--- config.mk ---
export PLATFORM = sky130hd
export DESIGN_NAME = mul_sequencer
export DESIGN_NICKNAME = d
export VERILOG_FILES = /design/src/rtl/mul_sequencer.sv
export SDC_FILE = /design/constraint.sdc
export NUM_CORES = 1
export LEC_CHECK = 0
export BUFFER_PORTS_ARGS = -buffer_cell sky130_fd_sc_hd__buf_2
export CAP_MARGIN = 0
export CORE_AREA = 2 2 186 143
export CTS_CLUSTER_SIZE = 25
export DETAILED_ROUTE_END_ITERATION = 12
export DIE_AREA = 0 0 188 145
export PLACE_DENSITY = 0.69
export SLEW_MARGIN = 20
export SYNTH_ARGS = -nofsm -noshare
export SYNTH_HDL_FRONTEND = slang
export SYNTH_SLANG_ARGS = --single-unit
--- constraint.sdc ---
create_clock -name i_clk -period 9.1 [get_ports i_clk]
set_input_delay 0.455 -clock i_clk [delete_from_list [all_inputs] [get_ports i_clk]]
set_output_delay 0.455 -clock i_clk [all_outputs]
set_load 0.02 [all_outputs]
--- src/rtl/mul_sequencer.sv ---
// mul_sequencer: iterative shift-add multiplier controller for the MUL path.
// It latches operands on i_start, runs one partial-product step per cycle for
// WIDTH cycles, then pulses o_done for one cycle with the 2*WIDTH-bit product.
// While it works it holds the pipeline through o_stall.
//
// Optional feature macro: MUL_SIGNED_EN
//   defined   -> i_signed=1 multiplies two's-complement operands (magnitudes are
//                multiplied, the product is negated on the final load if needed)
//   undefined -> i_signed is ignored, operands are always unsigned
//
// Ports:
//   i_clk        clock, all state on rising edge
//   i_reset      synchronous active-high reset
//   i_start      multiply request (held by the stalled instruction)
//   i_operand_a  multiplicand (rs)
//   i_operand_b  multiplier (rt)
//   i_signed     two's-complement select (MUL_SIGNED_EN builds only)
//   o_stall      combinational pipeline hold
//   o_busy       registered, high in RUN
//   o_done       registered, one-cycle pulse in DONE
//   o_result_lo  product bits [WIDTH-1:0]
//   o_result_hi  product bits [2*WIDTH-1:WIDTH]
module mul_sequencer #(
    parameter int WIDTH = 32,
    parameter int CNT_W = 6
) (
    input  logic             i_clk,
    input  logic             i_reset,
    input  logic             i_start,
    input  logic [WIDTH-1:0] i_operand_a,
    input  logic [WIDTH-1:0] i_operand_b,
    input  logic             i_signed,
    output logic             o_stall,
    output logic             o_busy,
    output logic             o_done,
    output logic [WIDTH-1:0] o_result_lo,
    output logic [WIDTH-1:0] o_result_hi
);

    typedef enum logic [1:0] {IDLE = 2'd0, RUN = 2'd1, DONE = 2'd2} state_t;

    state_t               r_state, w_next_state;
    logic [CNT_W-1:0]     r_cnt;
    logic [2*WIDTH-1:0]   r_acc;
    logic [2*WIDTH-1:0]   r_mcand;
    logic [WIDTH-1:0]     r_mplier;
    logic [WIDTH-1:0]     r_res_lo, r_res_hi;
    logic                 r_busy, r_done;

    logic                 w_last;
    logic [2*WIDTH-1:0]   w_acc_next;
    logic [2*WIDTH-1:0]   w_prod;
    logic [WIDTH-1:0]     w_ld_a, w_ld_b;

    assign w_last     = (r_cnt == CNT_W'(WIDTH-1));
    // Partial-product step; carry out of 2*WIDTH bits is dropped.
    assign w_acc_next = r_acc + (r_mplier[0] ? r_mcand : '0);

`ifdef MUL_SIGNED_EN
    logic r_sign;
    logic w_neg_a, w_neg_b;

    assign w_neg_a = i_signed & i_operand_a[WIDTH-1];
    assign w_neg_b = i_signed & i_operand_b[WIDTH-1];
    // Magnitude of the most negative value still fits as an unsigned WIDTH word.
    assign w_ld_a  = w_neg_a ? (~i_operand_a + 1'b1) : i_operand_a;
    assign w_ld_b  = w_neg_b ? (~i_operand_b + 1'b1) : i_operand_b;
    assign w_prod  = r_sign ? (~w_acc_next + 1'b1) : w_acc_next;

    always_ff @(posedge i_clk) begin
        if (i_reset)
            r_sign <= 1'b0;
        else if (r_state == IDLE && i_start)
            r_sign <= w_neg_a ^ w_neg_b;
    end
`else
    logic w_unused_signed;

    assign w_unused_signed = i_signed;
    assign w_ld_a          = i_operand_a;
    assign w_ld_b          = i_operand_b;
    assign w_prod          = w_acc_next;
`endif

    // State register plus registered status flags derived from next state.
    always_ff @(posedge i_clk) begin
        if (i_reset) begin
            r_state <= IDLE;
            r_busy  <= 1'b0;
            r_done  <= 1'b0;
        end else begin
            r_state <= w_next_state;
            r_busy  <= (w_next_state == RUN);
            r_done  <= (w_next_state == DONE);
        end
    end

    // Next-state logic. DONE ignores i_start: the same instruction is still
    // presenting it while it advances out of the stall.
    always_comb begin
        w_next_state = r_state;
        case (r_state)
            IDLE:    if (i_start) w_next_state = RUN;
            RUN:     if (w_last)  w_next_state = DONE;
            DONE:    w_next_state = IDLE;
            default: w_next_state = IDLE;
        endcase
    end

    // Output logic.
    always_comb begin
        o_stall = 1'b0;
        case (r_state)
            IDLE:    o_stall = i_start;
            RUN:     o_stall = 1'b1;
            default: o_stall = 1'b0;
        endcase
    end

    assign o_busy      = r_busy;
    assign o_done      = r_done;
    assign o_result_lo = r_res_lo;
    assign o_result_hi = r_res_hi;

    // Datapath. Results are only written on the final step, so they survive
    // a new Start until the next multiply completes.
    always_ff @(posedge i_clk) begin
        if (i_reset) begin
            r_cnt    <= '0;
            r_acc    <= '0;
            r_mcand  <= '0;
            r_mplier <= '0;
            r_res_lo <= '0;
            r_res_hi <= '0;
        end else begin
            case (r_state)
                IDLE: begin
                    if (i_start) begin
                        r_mcand  <= {{WIDTH{1'b0}}, w_ld_a};
                        r_mplier <= w_ld_b;
                        r_acc    <= '0;
                        r_cnt    <= '0;
                    end
                end
                RUN: begin
                    r_acc    <= w_acc_next;
                    r_mcand  <= r_mcand << 1;
                    r_mplier <= r_mplier >> 1;
                    r_cnt    <= r_cnt + 1'b1;
                    if (w_last) begin
                        r_res_lo <= w_prod[WIDTH-1:0];
                        r_res_hi <= w_prod[2*WIDTH-1:WIDTH];
                    end
                end
                default: ;
            endcase
        end
    end

endmodule

==> flow_summary.html, run 1 <==
<table>
<tr><th>Metric</th><th>Value</th></tr>
<tr><th colspan="2">Run status</th></tr>
<tr><td>Run status</td><td>finished, final reports clean</td></tr>
<tr><th colspan="2">Global routing</th></tr>
<tr><td>Vias in the first global route</td><td>~11000</td></tr>
<tr><td>Overflow after GRT</td><td>0</td></tr>
<tr><td>Pin count of the biggest net entering global routing</td><td>between 100 and 150</td></tr>
<tr><td>Number of antenna violations at the first check in global routing</td><td>0</td></tr>
<tr><td>Overall routing resource usage</td><td>24.4%</td></tr>
<tr><td>Global-route wire length before repair</td><td>roughly 55 mm</td></tr>
<tr><th colspan="2">Critical path</th></tr>
<tr><td>Cell family with the largest share of critical-path delay</td><td>compound AO/OA/AOI/OAI gates</td></tr>
<tr><td>Cell with the largest stage delay on the worst path</td><td>sky130_fd_sc_hd__dfxtp_1</td></tr>
<tr><td>Startpoint Class</td><td>register</td></tr>
<tr><td>Most frequent cell on the critical path</td><td>sky130_fd_sc_hd__a21oi_1</td></tr>
<tr><td>CP endpoint kind</td><td>register</td></tr>
<tr><td>Depth of the worst register-to-register path</td><td>13</td></tr>
<tr><td>WP depth</td><td>13</td></tr>
<tr><td>Critical-path maximum fanout</td><td>46</td></tr>
<tr><td>CP required</td><td>9.56 ns</td></tr>
<tr><td>Series of cell instances along the critical path</td><td>buf_4 &gt; and2_1 &gt; ha_1 &gt; nand4_1 &gt; nor3_2 &gt; nand3_1 &gt; a311oi_1 &gt; a211oi_2 &gt; o41ai_2 &gt; a21oi_1 &gt; xnor2_1 &gt; nand2_1 &gt; a21oi_1</td></tr>
<tr><td>Largest stage delay, worst path</td><td>0.69 ns</td></tr>
<tr><td>Critical path class</td><td>reg2reg</td></tr>
<tr><td>WP buf/inv</td><td>1</td></tr>
<tr><td>Critical path data arrival time</td><td>between 4 and 5 ns</td></tr>
<tr><th colspan="2">Power and ir drop</th></tr>
<tr><td>Clk network pwr share</td><td>46.4%</td></tr>
<tr><td>Proportion of total power due to net switching</td><td>between 20% and 30%</td></tr>
<tr><td>Power density over cell area</td><td>~160 mW/mm^2</td></tr>
<tr><td>Switching power</td><td>0.570 mW</td></tr>
<tr><td>Gate power share</td><td>7.3%</td></tr>
<tr><td>Static power due to leakage</td><td>6.14 nW</td></tr>
<tr><td>VDD IR max</td><td>between 0.15 and 0.2 mV</td></tr>
<tr><td>Seq pwr share</td><td>46.4%</td></tr>
<tr><td>Int Pwr</td><td>between 1.5 and 2 mW</td></tr>
<tr><th colspan="2">Routing</th></tr>
<tr><td>Post-Route WL</td><td>33.7 mm</td></tr>
<tr><td>DRC marker count from the first detailed-route iteration</td><td>850</td></tr>
<tr><td>Detailed-route vias per instance</td><td>5.68</td></tr>
<tr><td>Wire per inst</td><td>16.7 microns</td></tr>
<tr><td>Via Count</td><td>11400</td></tr>
<tr><td>Number of search-and-repair iterations in the first detailed-routing pass</td><td>7</td></tr>
<tr><td>Count of antenna-violating nets left after detailed routing</td><td>0</td></tr>
<tr><td>Drt drc</td><td>0</td></tr>
<tr><th colspan="2">CTS</th></tr>
<tr><td>Post-CTS setup repair buffer count</td><td>0</td></tr>
<tr><td>H-Tree Depth</td><td>1</td></tr>
<tr><td>CTS tree</td><td>built</td></tr>
<tr><td>Later-pin clock latency in the skew report</td><td>0.54 ns</td></tr>
<tr><td>Clock transition at the register clock pins on the worst setup and hold paths after CTS</td><td>0.06 ns</td></tr>
<tr><td>Sink Count</td><td>approximately 230</td></tr>
<tr><td>CTS Buffer Depth</td><td>3</td></tr>
<tr><td>Total CTS buffers</td><td>26</td></tr>
<tr><td>Gates resized, CTS repair</td><td>0</td></tr>
<tr><td>Clock Tree Root</td><td>sky130_fd_sc_hd__clkbuf_16</td></tr>
<tr><td>CTS Hold Bufs</td><td>0</td></tr>
<tr><th colspan="2">Die</th></tr>
<tr><td>I/O Pins</td><td>135</td></tr>
<tr><td>Initial cell density of the core</td><td>49.2%</td></tr>
<tr><td>Die Wd</td><td>188 microns</td></tr>
<tr><td>Vert. Die Dim</td><td>between 100 and 150 microns</td></tr>
<tr><td>Core region area</td><td>between 0.02 and 0.03 sq mm</td></tr>
<tr><td>Total number of placement rows</td><td>51</td></tr>
<tr><td>Die Outline Area</td><td>0.0273 sq mm</td></tr>
<tr><th colspan="2">Job</th></tr>
<tr><td>Maximum Capacitance Violations</td><td>0</td></tr>
<tr><th colspan="2">Layout</th></tr>
<tr><td>Storage element area</td><td>between 0.004 and 0.005 sq mm</td></tr>
<tr><td>Filler cell count</td><td>2421</td></tr>
<tr><td>Net count of the finished layout</td><td>1781</td></tr>
<tr><td>Layout cells sized above 1</td><td>13.2%</td></tr>
<tr><td>Layout overhead on the synthesized area</td><td>13.1%</td></tr>
<tr><td>Utilization after layout</td><td>55.6%</td></tr>
<tr><td>Multi-input gate area</td><td>0.00736 sq mm</td></tr>
<tr><td>N_diodes</td><td>0</td></tr>
<tr><th colspan="2">Logic synthesis</th></tr>
<tr><td>Biggest area consumer among synthesized cells</td><td>sky130_fd_sc_hd__dfxtp_1</td></tr>
<tr><td>Count of different cell masters after synthesis</td><td>68</td></tr>
<tr><td>Synthesis Warnings</td><td>0</td></tr>
<tr><td>Syn Area/Cell</td><td>7.88 sq um</td></tr>
<tr><td>Top area cells in the synthesized netlist</td><td>sky130_fd_sc_hd__dfxtp_1 37%, sky130_fd_sc_hd__nor2_1 9.0%, sky130_fd_sc_hd__ha_1 6.4%</td></tr>
<tr><td>Number of flops mapped to enable cells by yosys</td><td>0</td></tr>
<tr><td>Post-synthesis cell area</td><td>0.0125 sq mm</td></tr>
<tr><td>Area share of the largest cell type after synthesis</td><td>37.4%</td></tr>
<tr><td>Dominant cell by count in the synthesized netlist</td><td>sky130_fd_sc_hd__nor2_1</td></tr>
<tr><td>Register area share after synthesis</td><td>37.4%</td></tr>
<tr><td>Syn_nets</td><td>around 1700</td></tr>
<tr><td>Most frequently used flop master after synthesis</td><td>sky130_fd_sc_hd__dfxtp_1</td></tr>
<tr><td>Register bit count reported by yosys</td><td>234</td></tr>
<tr><td>List of most frequent post-synthesis cells</td><td>301 x sky130_fd_sc_hd__nor2_1, 234 x sky130_fd_sc_hd__dfxtp_1, 171 x sky130_fd_sc_hd__nand2_1, 128 x sky130_fd_sc_hd__a21oi_1, 83 x sky130_fd_sc_hd__clkbuf_1</td></tr>
<tr><td>Synth async-reset ratio</td><td>0%</td></tr>
<tr><td>Number of instances in the synthesized netlist</td><td>between 1500 and 2000</td></tr>
<tr><th colspan="2">STA</th></tr>
<tr><td>Max-slew violation total from the final report</td><td>0</td></tr>
<tr><td>Setup Viol. Count Final</td><td>0</td></tr>
<tr><td>Post-Route Setup TNS</td><td>0 ns</td></tr>
<tr><td>Transition time at the pin with the least slew margin</td><td>1.09 ns</td></tr>
<tr><td>Relative slew slack</td><td>27.2%</td></tr>
<tr><td>Post-route worst setup slack</td><td>4.95 ns</td></tr>
<tr><td>Min cycle time layout</td><td>between 4 and 5 ns</td></tr>
<tr><td>RSZ-0062 raised after global routing</td><td>no</td></tr>
<tr><td>Clock skew after layout</td><td>a little under 0.009 ns</td></tr>
<tr><td>Share of the clock period used by the worst path</td><td>45.7%</td></tr>
<tr><td>Endpoints failing hold</td><td>0</td></tr>
<tr><td>Max Fclk</td><td>approximately 240 MHz</td></tr>
<tr><th colspan="2">Worst hold path</th></tr>
<tr><td>Type of the worst min-delay path</td><td>in2reg</td></tr>
<tr><td>Hold depth</td><td>3</td></tr>
<tr><th colspan="2">Placement</th></tr>
<tr><td>Post-Place Setup Slack</td><td>approximately 5.0 ns</td></tr>
<tr><td>Count of port buffers added during placement</td><td>133</td></tr>
<tr><td>Weighted congestion at the end of routability-driven global placement</td><td>0.899</td></tr>
<tr><td>Detailed placement HPWL</td><td>23.3 mm</td></tr>
</table>
[metrics by stage]
step,cell area [sq um],hold slack [ns],power (mW),cells
6_report,14200,0.155,2.32,2011
5_1_grt,14200,0.176,2.41,2011
4_1_cts,14200,0.133,2.34,2011
3_5_place_dp,13300,0.444,1.26,1964
3_3_place_gp,13300,0.437,1.26,1964
2_1_floorplan,12500,0.432,1.21,1589
[cell type report]
cell class                      instances  area share (%)
Multi-Input combinational cell       1227            52.0
Sequential cell                       234            33.1
Timing Repair Buffer                  142            5.22
Clock buffer                           33            4.99
Tap cell                              344            3.04
Clock inverter                         14            1.21
Inverter                               17           0.451
[tightest hold or removal path, delay by kind of cell]
kind            cells  cell delay [ns]
simple gates        1             0.07
compound gates      1             0.05
buf+inv             1             0.08
[registers in the layout, indices dropped and copies added, names as in the netlist]
signal       count
r_mplier        32
o_result_lo     32
r_acc           64
o_busy           1
r_cnt            6
r_mcand         64
o_done           1
o_result_hi     32
r_state          2
[final timing paths]
| check | startpoint | end | slack [ns] |
|---|---|---|---|
| max reg2reg | r_mplier[0]$_SDFFE_PP0P_ | o_result_hi[22]$_SDFFE_PP0P_ | 4.95 |
| min reg2reg | o_result_hi[6]$_SDFFE_PP0P_ | o_result_hi[6]$_SDFFE_PP0P_ | 0.45 |
| min | i_operand_b[31] | r_mplier[31]$_SDFFE_PP0P_ | 0.15 |
| max | r_mplier[0]$_SDFFE_PP0P_ | o_result_hi[22]$_SDFFE_PP0P_ | 4.95 |
[kinds of logic (layout without fill, tap and decap cells)]
family	count (synthesis)	after routing	synth area share (%)
compound gates	408	408	22.5
xor+xnor	60	60	4.20
fa+ha+maj	65	65	6.56
flops	234	234	37.4
simple gates	694	694	25.2
buf+inv	128	206	4.07
[power by group through the flow]
| stage | logic [mW] | clock network, mW | registers (mW) |
|---|---|---|---|
| after CTS | 0.168 | 1.10 | 1.07 |
| after global placement | 0.165 | 0 | 1.10 |
| after global routing | 0.188 | 1.14 | 1.08 |
| after floorplan | 0.120 | 0 | 1.09 |
| final | 0.168 | 1.07 | 1.07 |
| after detailed placement | 0.168 | 0 | 1.10 |
[placed cells by master, fill, tap and decap left out, types with 20 or more instances in the layout]
| cell type | synthesis | routed |
|---|---|---|
| sky130_fd_sc_hd__o21ai_0 | 21 | 21 |
| sky130_fd_sc_hd__xnor2_1 | 37 | 37 |
| sky130_fd_sc_hd__nand3_1 | 20 | 20 |
| sky130_fd_sc_hd__a21o_1 | 43 | 43 |
| sky130_fd_sc_hd__nand2_1 | 171 | 169 |
| sky130_fd_sc_hd__nand4_1 | 23 | 23 |
| sky130_fd_sc_hd__a22oi_1 | 59 | 59 |
| sky130_fd_sc_hd__nor2_1 | 301 | 299 |
| sky130_fd_sc_hd__dfxtp_1 | 234 | 234 |
| sky130_fd_sc_hd__buf_2 | 23 | 132 |
| sky130_fd_sc_hd__nor4_1 | 63 | 63 |
| sky130_fd_sc_hd__a21oi_1 | 128 | 128 |
| sky130_fd_sc_hd__and2_1 | 69 | 68 |
| sky130_fd_sc_hd__clkbuf_16 | 0 | 26 |
| sky130_fd_sc_hd__ha_1 | 64 | 64 |
| sky130_fd_sc_hd__a22o_1 | 33 | 33 |
| sky130_fd_sc_hd__xor2_1 | 23 | 23 |
[routing by layer]
| metal | GRT usage, % | wire length (microns) | vias up |
|---|---|---|---|
| li1 | - | - | 5706 |
| met1 | 36.6 | 16600 | 5362 |
| met2 | 36.9 | 14400 | 318 |
| met3 | 3.56 | 2050 | 36 |
| met4 | 5.47 | 631 | 0 |
| met5 | 0 | 0 | - |
No activity file was read; power rests on OpenSTA's default activity.
==> run 2: changes to the inputs <==
Settings changed: ABC_AREA set to 1, CORE_AREA 2 2 186 143 to 2 2 203 155, DIE_AREA 0 0 188 145 to 0 0 205 157, PLACE_DENSITY 0.69 to 0.71.
Clock period 9.1 ns to 3.5 ns, I/O delays scaled along.
==> run 2 against run 1 <==
  * Area after synthesis rose by 19%
  * Maximum frequency rose by 33%
  * Sequential power rose to 2.6 times the previous value
  * Core utilization rose by 2.4 points
  * Flip-flop and latch count did not move
  * Combinational power rose to 3.4 times the previous value
  * Die area rose by 18%
  * Clock skew rose by 0.022 ns
  * Cell area rose by 23%
  * Setup slack got worse by 4.6 ns
==> flow_summary.html, run 2 <==
<table>
<tr><th>Metric</th><th>Value</th></tr>
<tr><th colspan="2">Global routing</th></tr>
<tr><td>Pin count of the biggest net entering global routing</td><td>100</td></tr>
<tr><td>Number of antenna violations at the first check in global routing</td><td>0</td></tr>
<tr><td>Vias in the first global route</td><td>about 14000</td></tr>
<tr><td>Global-route wire length before repair</td><td>77.5 mm</td></tr>
<tr><td>Overall routing resource usage</td><td>about 31%</td></tr>
<tr><td>Overflow after GRT</td><td>0</td></tr>
<tr><th colspan="2">Critical path</th></tr>
<tr><td>Critical path class</td><td>reg2reg</td></tr>
<tr><td>CP required</td><td>3.98 ns</td></tr>
<tr><td>CP endpoint kind</td><td>register</td></tr>
<tr><td>Critical path data arrival time</td><td>3.60 ns</td></tr>
<tr><td>Critical-path maximum fanout</td><td>37</td></tr>
<tr><td>Startpoint Class</td><td>register</td></tr>
<tr><th colspan="2">STA</th></tr>
<tr><td>Clock skew after layout</td><td>0.0310 ns</td></tr>
<tr><td>Post-Route Setup TNS</td><td>0 ns</td></tr>
<tr><td>Max-slew violation total from the final report</td><td>0</td></tr>
<tr><td>Endpoints failing hold</td><td>0</td></tr>
<tr><td>Worst hold-check slack</td><td>0.0296 ns</td></tr>
<tr><td>Relative slew slack</td><td>about two fifths</td></tr>
<tr><td>RSZ-0062 raised after global routing</td><td>no</td></tr>
<tr><td>Max Fclk</td><td>321 MHz</td></tr>
<tr><td>Share of the clock period used by the worst path</td><td>89.0%</td></tr>
<tr><td>Post-route worst setup slack</td><td>0.384 ns</td></tr>
<tr><td>Min cycle time layout</td><td>3.12 ns</td></tr>
<tr><td>Setup Viol. Count Final</td><td>0</td></tr>
<tr><td>Transition time at the pin with the least slew margin</td><td>roughly 0.9 ns</td></tr>
<tr><th colspan="2">CTS</th></tr>
<tr><td>Gates resized, CTS repair</td><td>0</td></tr>
<tr><td>Post-CTS setup repair buffer count</td><td>0</td></tr>
<tr><td>Clock transition at the register clock pins on the worst setup and hold paths after CTS</td><td>around 0.070 ns</td></tr>
<tr><td>Sink Count</td><td>234</td></tr>
<tr><td>Clock Tree Root</td><td>sky130_fd_sc_hd__clkbuf_16</td></tr>
<tr><td>CTS tree</td><td>built</td></tr>
<tr><td>CTS Buffer Depth</td><td>3</td></tr>
<tr><td>H-Tree Depth</td><td>1</td></tr>
<tr><td>Later-pin clock latency in the skew report</td><td>0.57 ns</td></tr>
<tr><td>Total CTS buffers</td><td>25</td></tr>
<tr><th colspan="2">Die</th></tr>
<tr><td>Vert. Die Dim</td><td>157 microns</td></tr>
<tr><td>Core region area</td><td>roughly 0.03 sq mm</td></tr>
<tr><td>Initial cell density of the core</td><td>around half</td></tr>
<tr><td>Die Wd</td><td>between 200 and 250 microns</td></tr>
<tr><td>Die Outline Area</td><td>0.0322 sq mm</td></tr>
<tr><td>I/O Pins</td><td>roughly 140</td></tr>
<tr><td>Total number of placement rows</td><td>55</td></tr>
<tr><th colspan="2">Placement</th></tr>
<tr><td>Weighted congestion at the end of routability-driven global placement</td><td>0.976</td></tr>
<tr><td>Placed cells</td><td>2971</td></tr>
<tr><td>Count of port buffers added during placement</td><td>133</td></tr>
<tr><td>Post-Place Setup Slack</td><td>0.566 ns</td></tr>
<tr><td>Placed Instance Area</td><td>0.0159 sq mm</td></tr>
<tr><td>Detailed placement HPWL</td><td>around 37 mm</td></tr>
<tr><th colspan="2">Layout</th></tr>
<tr><td>Filler cell count</td><td>3034</td></tr>
<tr><td>Commonest cells after routing, fill and taps aside</td><td>976 x sky130_fd_sc_hd__nand2_1, 451 x sky130_fd_sc_hd__inv_1, 233 x sky130_fd_sc_hd__dfxtp_1, 231 x sky130_fd_sc_hd__nor2_1, 174 x sky130_fd_sc_hd__a21oi_1</td></tr>
<tr><td>Final cell count without fillers</td><td>~3000</td></tr>
<tr><td>Utilization after layout</td><td>58.0%</td></tr>
<tr><td>Largest regs</td><td>r_acc (64), r_mcand (64)</td></tr>
<tr><td>Layout cells sized above 1</td><td>8.13%</td></tr>
<tr><td>Final Instance Area</td><td>0.0174 sq mm</td></tr>
<tr><td>Layout overhead on the synthesized area</td><td>16.6%</td></tr>
<tr><td>Net count of the finished layout</td><td>2795</td></tr>
<tr><td>N_diodes</td><td>0</td></tr>
<tr><td>Most common library cell in the layout ignoring fill and taps</td><td>sky130_fd_sc_hd__nand2_1</td></tr>
<tr><th colspan="2">Job</th></tr>
<tr><td>Maximum Capacitance Violations</td><td>0</td></tr>
<tr><th colspan="2">Routing</th></tr>
<tr><td>Number of search-and-repair iterations in the first detailed-routing pass</td><td>6</td></tr>
<tr><td>Count of antenna-violating nets left after detailed routing</td><td>0</td></tr>
<tr><td>Wire per inst</td><td>between 15 and 20 microns</td></tr>
<tr><td>DRC marker count from the first detailed-route iteration</td><td>1427</td></tr>
<tr><td>Via Count</td><td>15600</td></tr>
<tr><td>Detailed-route vias per instance</td><td>between 5 and 6</td></tr>
<tr><td>Post-Route WL</td><td>49.0 mm</td></tr>
<tr><td>Drt drc</td><td>0</td></tr>
<tr><th colspan="2">Logic synthesis</th></tr>
<tr><td>Syn_nets</td><td>2642</td></tr>
<tr><td>Synth async-reset ratio</td><td>0%</td></tr>
<tr><td>Post-synthesis cell area</td><td>0.0149 sq mm</td></tr>
<tr><td>Syn Area/Cell</td><td>5.95 sq um</td></tr>
<tr><td>Synthesis Warnings</td><td>0</td></tr>
<tr><td>Most frequently used flop master after synthesis</td><td>sky130_fd_sc_hd__dfxtp_1</td></tr>
<tr><td>Top area cells in the synthesized netlist</td><td>sky130_fd_sc_hd__dfxtp_1 31%, sky130_fd_sc_hd__nand2_1 25%, sky130_fd_sc_hd__inv_1 11%</td></tr>
<tr><td>Register area share after synthesis</td><td>31.4%</td></tr>
<tr><td>List of most frequent post-synthesis cells</td><td>977 x sky130_fd_sc_hd__nand2_1, 451 x sky130_fd_sc_hd__inv_1, 234 x sky130_fd_sc_hd__dfxtp_1, 231 x sky130_fd_sc_hd__nor2_1, 174 x sky130_fd_sc_hd__a21oi_1</td></tr>
<tr><td>Register bit count reported by yosys</td><td>234</td></tr>
<tr><td>Biggest area consumer among synthesized cells</td><td>sky130_fd_sc_hd__dfxtp_1</td></tr>
<tr><td>Dominant cell by count in the synthesized netlist</td><td>sky130_fd_sc_hd__nand2_1</td></tr>
<tr><td>Count of different cell masters after synthesis</td><td>37</td></tr>
<tr><td>Number of flops mapped to enable cells by yosys</td><td>0</td></tr>
<tr><td>Number of instances in the synthesized netlist</td><td>2509</td></tr>
<tr><td>Area share of the largest cell type after synthesis</td><td>31.4%</td></tr>
<tr><th colspan="2">Power and ir drop</th></tr>
<tr><td>VDD IR max</td><td>0.368 mV</td></tr>
<tr><td>Total chip power</td><td>~6.3 mW</td></tr>
<tr><td>Power density over cell area</td><td>360 mW/mm^2</td></tr>
<tr><td>Static power due to leakage</td><td>~9.4 nW</td></tr>
<tr><th colspan="2">Worst hold path</th></tr>
<tr><td>Type of the worst min-delay path</td><td>in2reg</td></tr>
<tr><th colspan="2">Run status</th></tr>
<tr><td>Run status</td><td>finished, final reports clean</td></tr>
</table>
[run 2: logic make-up after synthesis]
| group | Yosys count | synth area share, % |
|---|---|---|
| AND/OR/NAND/NOR | 1358 | 36.1 |
| buffers and inverters | 545 | 14.0 |
| AO/OA/AOI/OAI | 287 | 11.8 |
| flip-flops | 234 | 31.4 |
| adder cells (fa/ha/maj) | 65 | 5.50 |
| XOR/XNOR | 20 | 1.17 |
[run 2: path summary, 6_finish.rpt]
path                                  end  depth (start not counted)                         start  slack (ns)
min              r_mplier[0]$_SDFFE_PP0P_                          3                i_operand_b[0]        0.03
min reg2reg  o_result_lo[21]$_SDFFE_PP0P_                          2  o_result_lo[21]$_SDFFE_PP0P_        0.46
max                r_acc[58]$_SDFFE_PP0P_                         15      r_mplier[0]$_SDFFE_PP0P_        0.38
max reg2reg        r_acc[58]$_SDFFE_PP0P_                         15      r_mplier[0]$_SDFFE_PP0P_        0.38
[run 2: final cells by class]
class / instances / area, sq um / area share, %
Clock buffer: 36 / 747 / 4.29
Clock inverter: 10 / 149 / 0.856
Inverter: 460 / 1730 / 9.92
Multi-Input combinational cell: 1730 / 8140 / 46.8
Sequential cell: 234 / 4690 / 26.9
Tap cell: 399 / 499 / 2.87
Timing Repair Buffer: 211 / 1450 / 8.35
[run 2: metal layers]
| layer | global-route usage (%) | wire [microns] | up-vias |
|---|---|---|---|
| li1 | - | - | 8004 |
| met1 | 47.5 | 25000 | 7041 |
| met2 | 43.3 | 19000 | 502 |
| met3 | 6.38 | 4140 | 50 |
| met4 | 4.97 | 742 | 0 |
| met5 | 0 | 0 | - |
[run 2: power by group]
part | switching [mW] | leakage, nW | internal, mW
clock | 1.17 | 0.437 | 1.71
sequential | 0.0633 | 1.90 | 2.75
combinational | 0.362 | 7.09 | 0.202
[run 2: repair_timing]
action,in CTS,in global routing
hold endpoints to repair,63,0
hold buffers,63,0
endpoints found under the setup margin,0,0
[run 2: worst max-delay path, cell delays in order, from the launching register on]
cell and delay, ns:
sky130_fd_sc_hd__dfxtp_2 0.38, sky130_fd_sc_hd__buf_4 0.41, sky130_fd_sc_hd__nand2_1 0.09, sky130_fd_sc_hd__inv_1 0.07
sky130_fd_sc_hd__ha_1 0.29, sky130_fd_sc_hd__nand2_1 0.11, sky130_fd_sc_hd__nand2_1 0.13, sky130_fd_sc_hd__a21oi_1 0.22
sky130_fd_sc_hd__inv_1 0.06, sky130_fd_sc_hd__nor2_1 0.18, sky130_fd_sc_hd__nand2_1 0.08, sky130_fd_sc_hd__a21oi_1 0.53
sky130_fd_sc_hd__nand2_1 0.13, sky130_fd_sc_hd__nand2_1 0.11, sky130_fd_sc_hd__nand3_1 0.08, sky130_fd_sc_hd__a21oi_1 0.15
==> run 3: changes to the inputs <==
Settings changed: CTS_BUF_LIST set to sky130_fd_sc_hd__clkbuf_4.
==> run 3 against run 2 <==
  * Critical path depth is the same
  * Clock skew is 0.015 ns higher
  * Clock power fell by 21%
  * Largest cell class unchanged
  * Highest routed layer is now met5
==> flow_summary.html, run 3 (synthesis results as in run 2) <==
<table>
<tr><th>Metric</th><th>Value</th></tr>
<tr><th colspan="2">Run status</th></tr>
<tr><td>Run status</td><td>finished, final reports clean</td></tr>
<tr><th colspan="2">Critical path</th></tr>
<tr><td>Startpoint Class</td><td>register</td></tr>
<tr><td>Critical path class</td><td>reg2reg</td></tr>
<tr><td>CP endpoint kind</td><td>register</td></tr>
<tr><td>CP required</td><td>4.16 ns</td></tr>
<tr><td>Critical path data arrival time</td><td>3.80 ns</td></tr>
<tr><td>Critical-path maximum fanout</td><td>37</td></tr>
<tr><th colspan="2">Global routing</th></tr>
<tr><td>Overall routing resource usage</td><td>~30%</td></tr>
<tr><td>Global-route wire length before repair</td><td>78.0 mm</td></tr>
<tr><td>Vias in the first global route</td><td>14700</td></tr>
<tr><td>Overflow after GRT</td><td>0</td></tr>
<tr><td>Number of antenna violations at the first check in global routing</td><td>2</td></tr>
<tr><td>Pin count of the biggest net entering global routing</td><td>100</td></tr>
<tr><th colspan="2">CTS</th></tr>
<tr><td>Clock transition at the register clock pins on the worst setup and hold paths after CTS</td><td>0.07 ns</td></tr>
<tr><td>CTS Buffer Depth</td><td>3</td></tr>
<tr><td>Total CTS buffers</td><td>58</td></tr>
<tr><td>Post-CTS setup repair buffer count</td><td>0</td></tr>
<tr><td>Later-pin clock latency in the skew report</td><td>0.77 ns</td></tr>
<tr><td>Sink Count</td><td>234</td></tr>
<tr><td>Clock Tree Root</td><td>sky130_fd_sc_hd__clkbuf_4</td></tr>
<tr><td>CTS tree</td><td>built</td></tr>
<tr><td>H-Tree Depth</td><td>2</td></tr>
<tr><th colspan="2">Layout</th></tr>
<tr><td>Filler cell count</td><td>around 3100</td></tr>
<tr><td>Multi-input gate area</td><td>0.00814 sq mm</td></tr>
<tr><td>Layout cells sized above 1</td><td>a little under a tenth</td></tr>
<tr><td>Largest regs</td><td>r_acc (64), r_mcand (64)</td></tr>
<tr><td>Utilization after layout</td><td>57.6%</td></tr>
<tr><td>Commonest cells after routing, fill and taps aside</td><td>976 x sky130_fd_sc_hd__nand2_1, 451 x sky130_fd_sc_hd__inv_1, 233 x sky130_fd_sc_hd__dfxtp_1, 231 x sky130_fd_sc_hd__nor2_1, 174 x sky130_fd_sc_hd__a21oi_1</td></tr>
<tr><td>Most common library cell in the layout ignoring fill and taps</td><td>sky130_fd_sc_hd__nand2_1</td></tr>
<tr><td>Storage element area</td><td>0.00469 sq mm</td></tr>
<tr><td>Layout overhead on the synthesized area</td><td>15.8%</td></tr>
<tr><td>Net count of the finished layout</td><td>around 2800</td></tr>
<tr><th colspan="2">Power and ir drop</th></tr>
<tr><td>Total chip power</td><td>5.66 mW</td></tr>
<tr><td>Power density over cell area</td><td>328 mW/mm^2</td></tr>
<tr><td>Static power due to leakage</td><td>between 9 and 10 nW</td></tr>
<tr><td>VDD IR max</td><td>0.356 mV</td></tr>
<tr><th colspan="2">Die</th></tr>
<tr><td>Die Outline Area</td><td>0.0322 sq mm</td></tr>
<tr><td>Initial cell density of the core</td><td>about half</td></tr>
<tr><td>Die Wd</td><td>205 microns</td></tr>
<tr><td>Core region area</td><td>0.0300 sq mm</td></tr>
<tr><td>Vert. Die Dim</td><td>between 150 and 200 microns</td></tr>
<tr><td>Total number of placement rows</td><td>55</td></tr>
<tr><td>I/O Pins</td><td>135</td></tr>
<tr><th colspan="2">STA</th></tr>
<tr><td>Transition time at the pin with the least slew margin</td><td>0.890 ns</td></tr>
<tr><td>Setup Viol. Count Final</td><td>0</td></tr>
<tr><td>Clock skew after layout</td><td>0.0457 ns</td></tr>
<tr><td>Endpoints failing hold</td><td>0</td></tr>
<tr><td>Min cycle time layout</td><td>3.14 ns</td></tr>
<tr><td>Relative slew slack</td><td>40.6%</td></tr>
<tr><td>Max Fclk</td><td>319 MHz</td></tr>
<tr><td>Worst hold-check slack</td><td>0.0804 ns</td></tr>
<tr><td>Post-Route Setup TNS</td><td>0 ns</td></tr>
<tr><td>RSZ-0062 raised after global routing</td><td>no</td></tr>
<tr><td>Max-slew violation total from the final report</td><td>0</td></tr>
<tr><td>Share of the clock period used by the worst path</td><td>between 80% and 90%</td></tr>
<tr><th colspan="2">Worst hold path</th></tr>
<tr><td>Type of the worst min-delay path</td><td>in2reg</td></tr>
<tr><th colspan="2">Routing</th></tr>
<tr><td>Via Count</td><td>15800</td></tr>
<tr><td>Drt drc</td><td>0</td></tr>
<tr><td>Detailed-route vias per instance</td><td>5.02</td></tr>
<tr><td>Met3 WL post-DR</td><td>between 4 and 5 mm</td></tr>
<tr><td>Routed wl met2</td><td>between 15 and 20 mm</td></tr>
<tr><td>Top routing layer in use</td><td>met5</td></tr>
<tr><td>DRC marker count from the first detailed-route iteration</td><td>1337</td></tr>
<tr><td>Post-Route WL</td><td>roughly 50 mm</td></tr>
<tr><td>Number of search-and-repair iterations in the first detailed-routing pass</td><td>6</td></tr>
<tr><td>Wire per inst</td><td>15.7 microns</td></tr>
<tr><td>Post-route met1 wirelength</td><td>around 25 mm</td></tr>
<tr><td>Count of antenna-violating nets left after detailed routing</td><td>0</td></tr>
<tr><th colspan="2">Placement</th></tr>
<tr><td>Weighted congestion at the end of routability-driven global placement</td><td>~0.98</td></tr>
<tr><td>Detailed placement HPWL</td><td>36.9 mm</td></tr>
<tr><td>Count of port buffers added during placement</td><td>133</td></tr>
<tr><th colspan="2">Job</th></tr>
<tr><td>Maximum Capacitance Violations</td><td>0</td></tr>
</table>
## run 3: cell types whose count changed in the layout (fill, tap and decap cells not counted), sizes merged
cell,before,now
inv,460,462
clkinv,5,24
diode,0,1
clkbuf,36,80
bufinv,3,0
clkinvlp,2,0
dlygate4sd3,63,68
## run 3: power breakdown
group          switching [mW]  internal [mW]
combinational           0.362          0.207
sequential             0.0633           2.75
clock                    1.21           1.07
total                    1.64           4.02
## run 3: worst max-delay path: stages (launching register included)
cell,delay (ns)
sky130_fd_sc_hd__dfxtp_2,0.37
sky130_fd_sc_hd__buf_4,0.40
sky130_fd_sc_hd__nand2_1,0.09
sky130_fd_sc_hd__inv_1,0.07
sky130_fd_sc_hd__ha_1,0.29
sky130_fd_sc_hd__nand2_1,0.10
sky130_fd_sc_hd__nand2_1,0.12
sky130_fd_sc_hd__a21oi_1,0.22
sky130_fd_sc_hd__inv_1,0.06
sky130_fd_sc_hd__nor2_1,0.19
sky130_fd_sc_hd__nand2_1,0.08
sky130_fd_sc_hd__a21oi_1,0.53
sky130_fd_sc_hd__nand2_1,0.13
sky130_fd_sc_hd__nand2_1,0.11
sky130_fd_sc_hd__nand3_1,0.08
sky130_fd_sc_hd__a21oi_1,0.15
## run 3: path summary, 6_finish.rpt
check	slack, ns	cells past startpoint	endpoint	start
max	0.36	15	r_acc[58]$_SDFFE_PP0P_	r_mplier[0]$_SDFFE_PP0P_
min	0.08	4	r_mplier[5]$_SDFFE_PP0P_	i_reset
max reg2reg	0.36	15	r_acc[58]$_SDFFE_PP0P_	r_mplier[0]$_SDFFE_PP0P_
min reg2reg	0.46	2	o_result_lo[21]$_SDFFE_PP0P_	o_result_lo[21]$_SDFFE_PP0P_
## run 3: area by class of cell
type | instances | area share [%]
diodes | 1 | 0.0145
clock buffers | 80 | 3.48
clock inverters | 26 | 0.659
inverters | 460 | 10.0
multi-input cells | 1730 | 47.1
flip-flops and latches | 234 | 27.1
well taps | 399 | 2.89
repair buffers | 216 | 8.70
## run 3: what timing repair did
action / CTS / global route
gates resized for setup: 0 / 0
hold buffers: 68 / 0
endpoints found under the hold margin: 64 / 0
## run 3: per-layer routing
layer,vias up,global-route usage (%)
li1,8117,-
met1,7062,47.3
met2,544,43.2
met3,70,7.27
met4,2,6.71
met5,-,0
## run 3: per-stage QoR
step | setup WS [ns] | instance area [sq um] | cells
2_1_floorplan | 1.13 | 14900 | 2509
3_3_place_gp | 0.585 | 15900 | 2971
3_5_place_dp | 0.566 | 15900 | 2971
4_1_cts | 0.510 | 17300 | 3145
5_1_grt | 0.204 | 17300 | 3146
6_report | 0.360 | 17300 | 3146
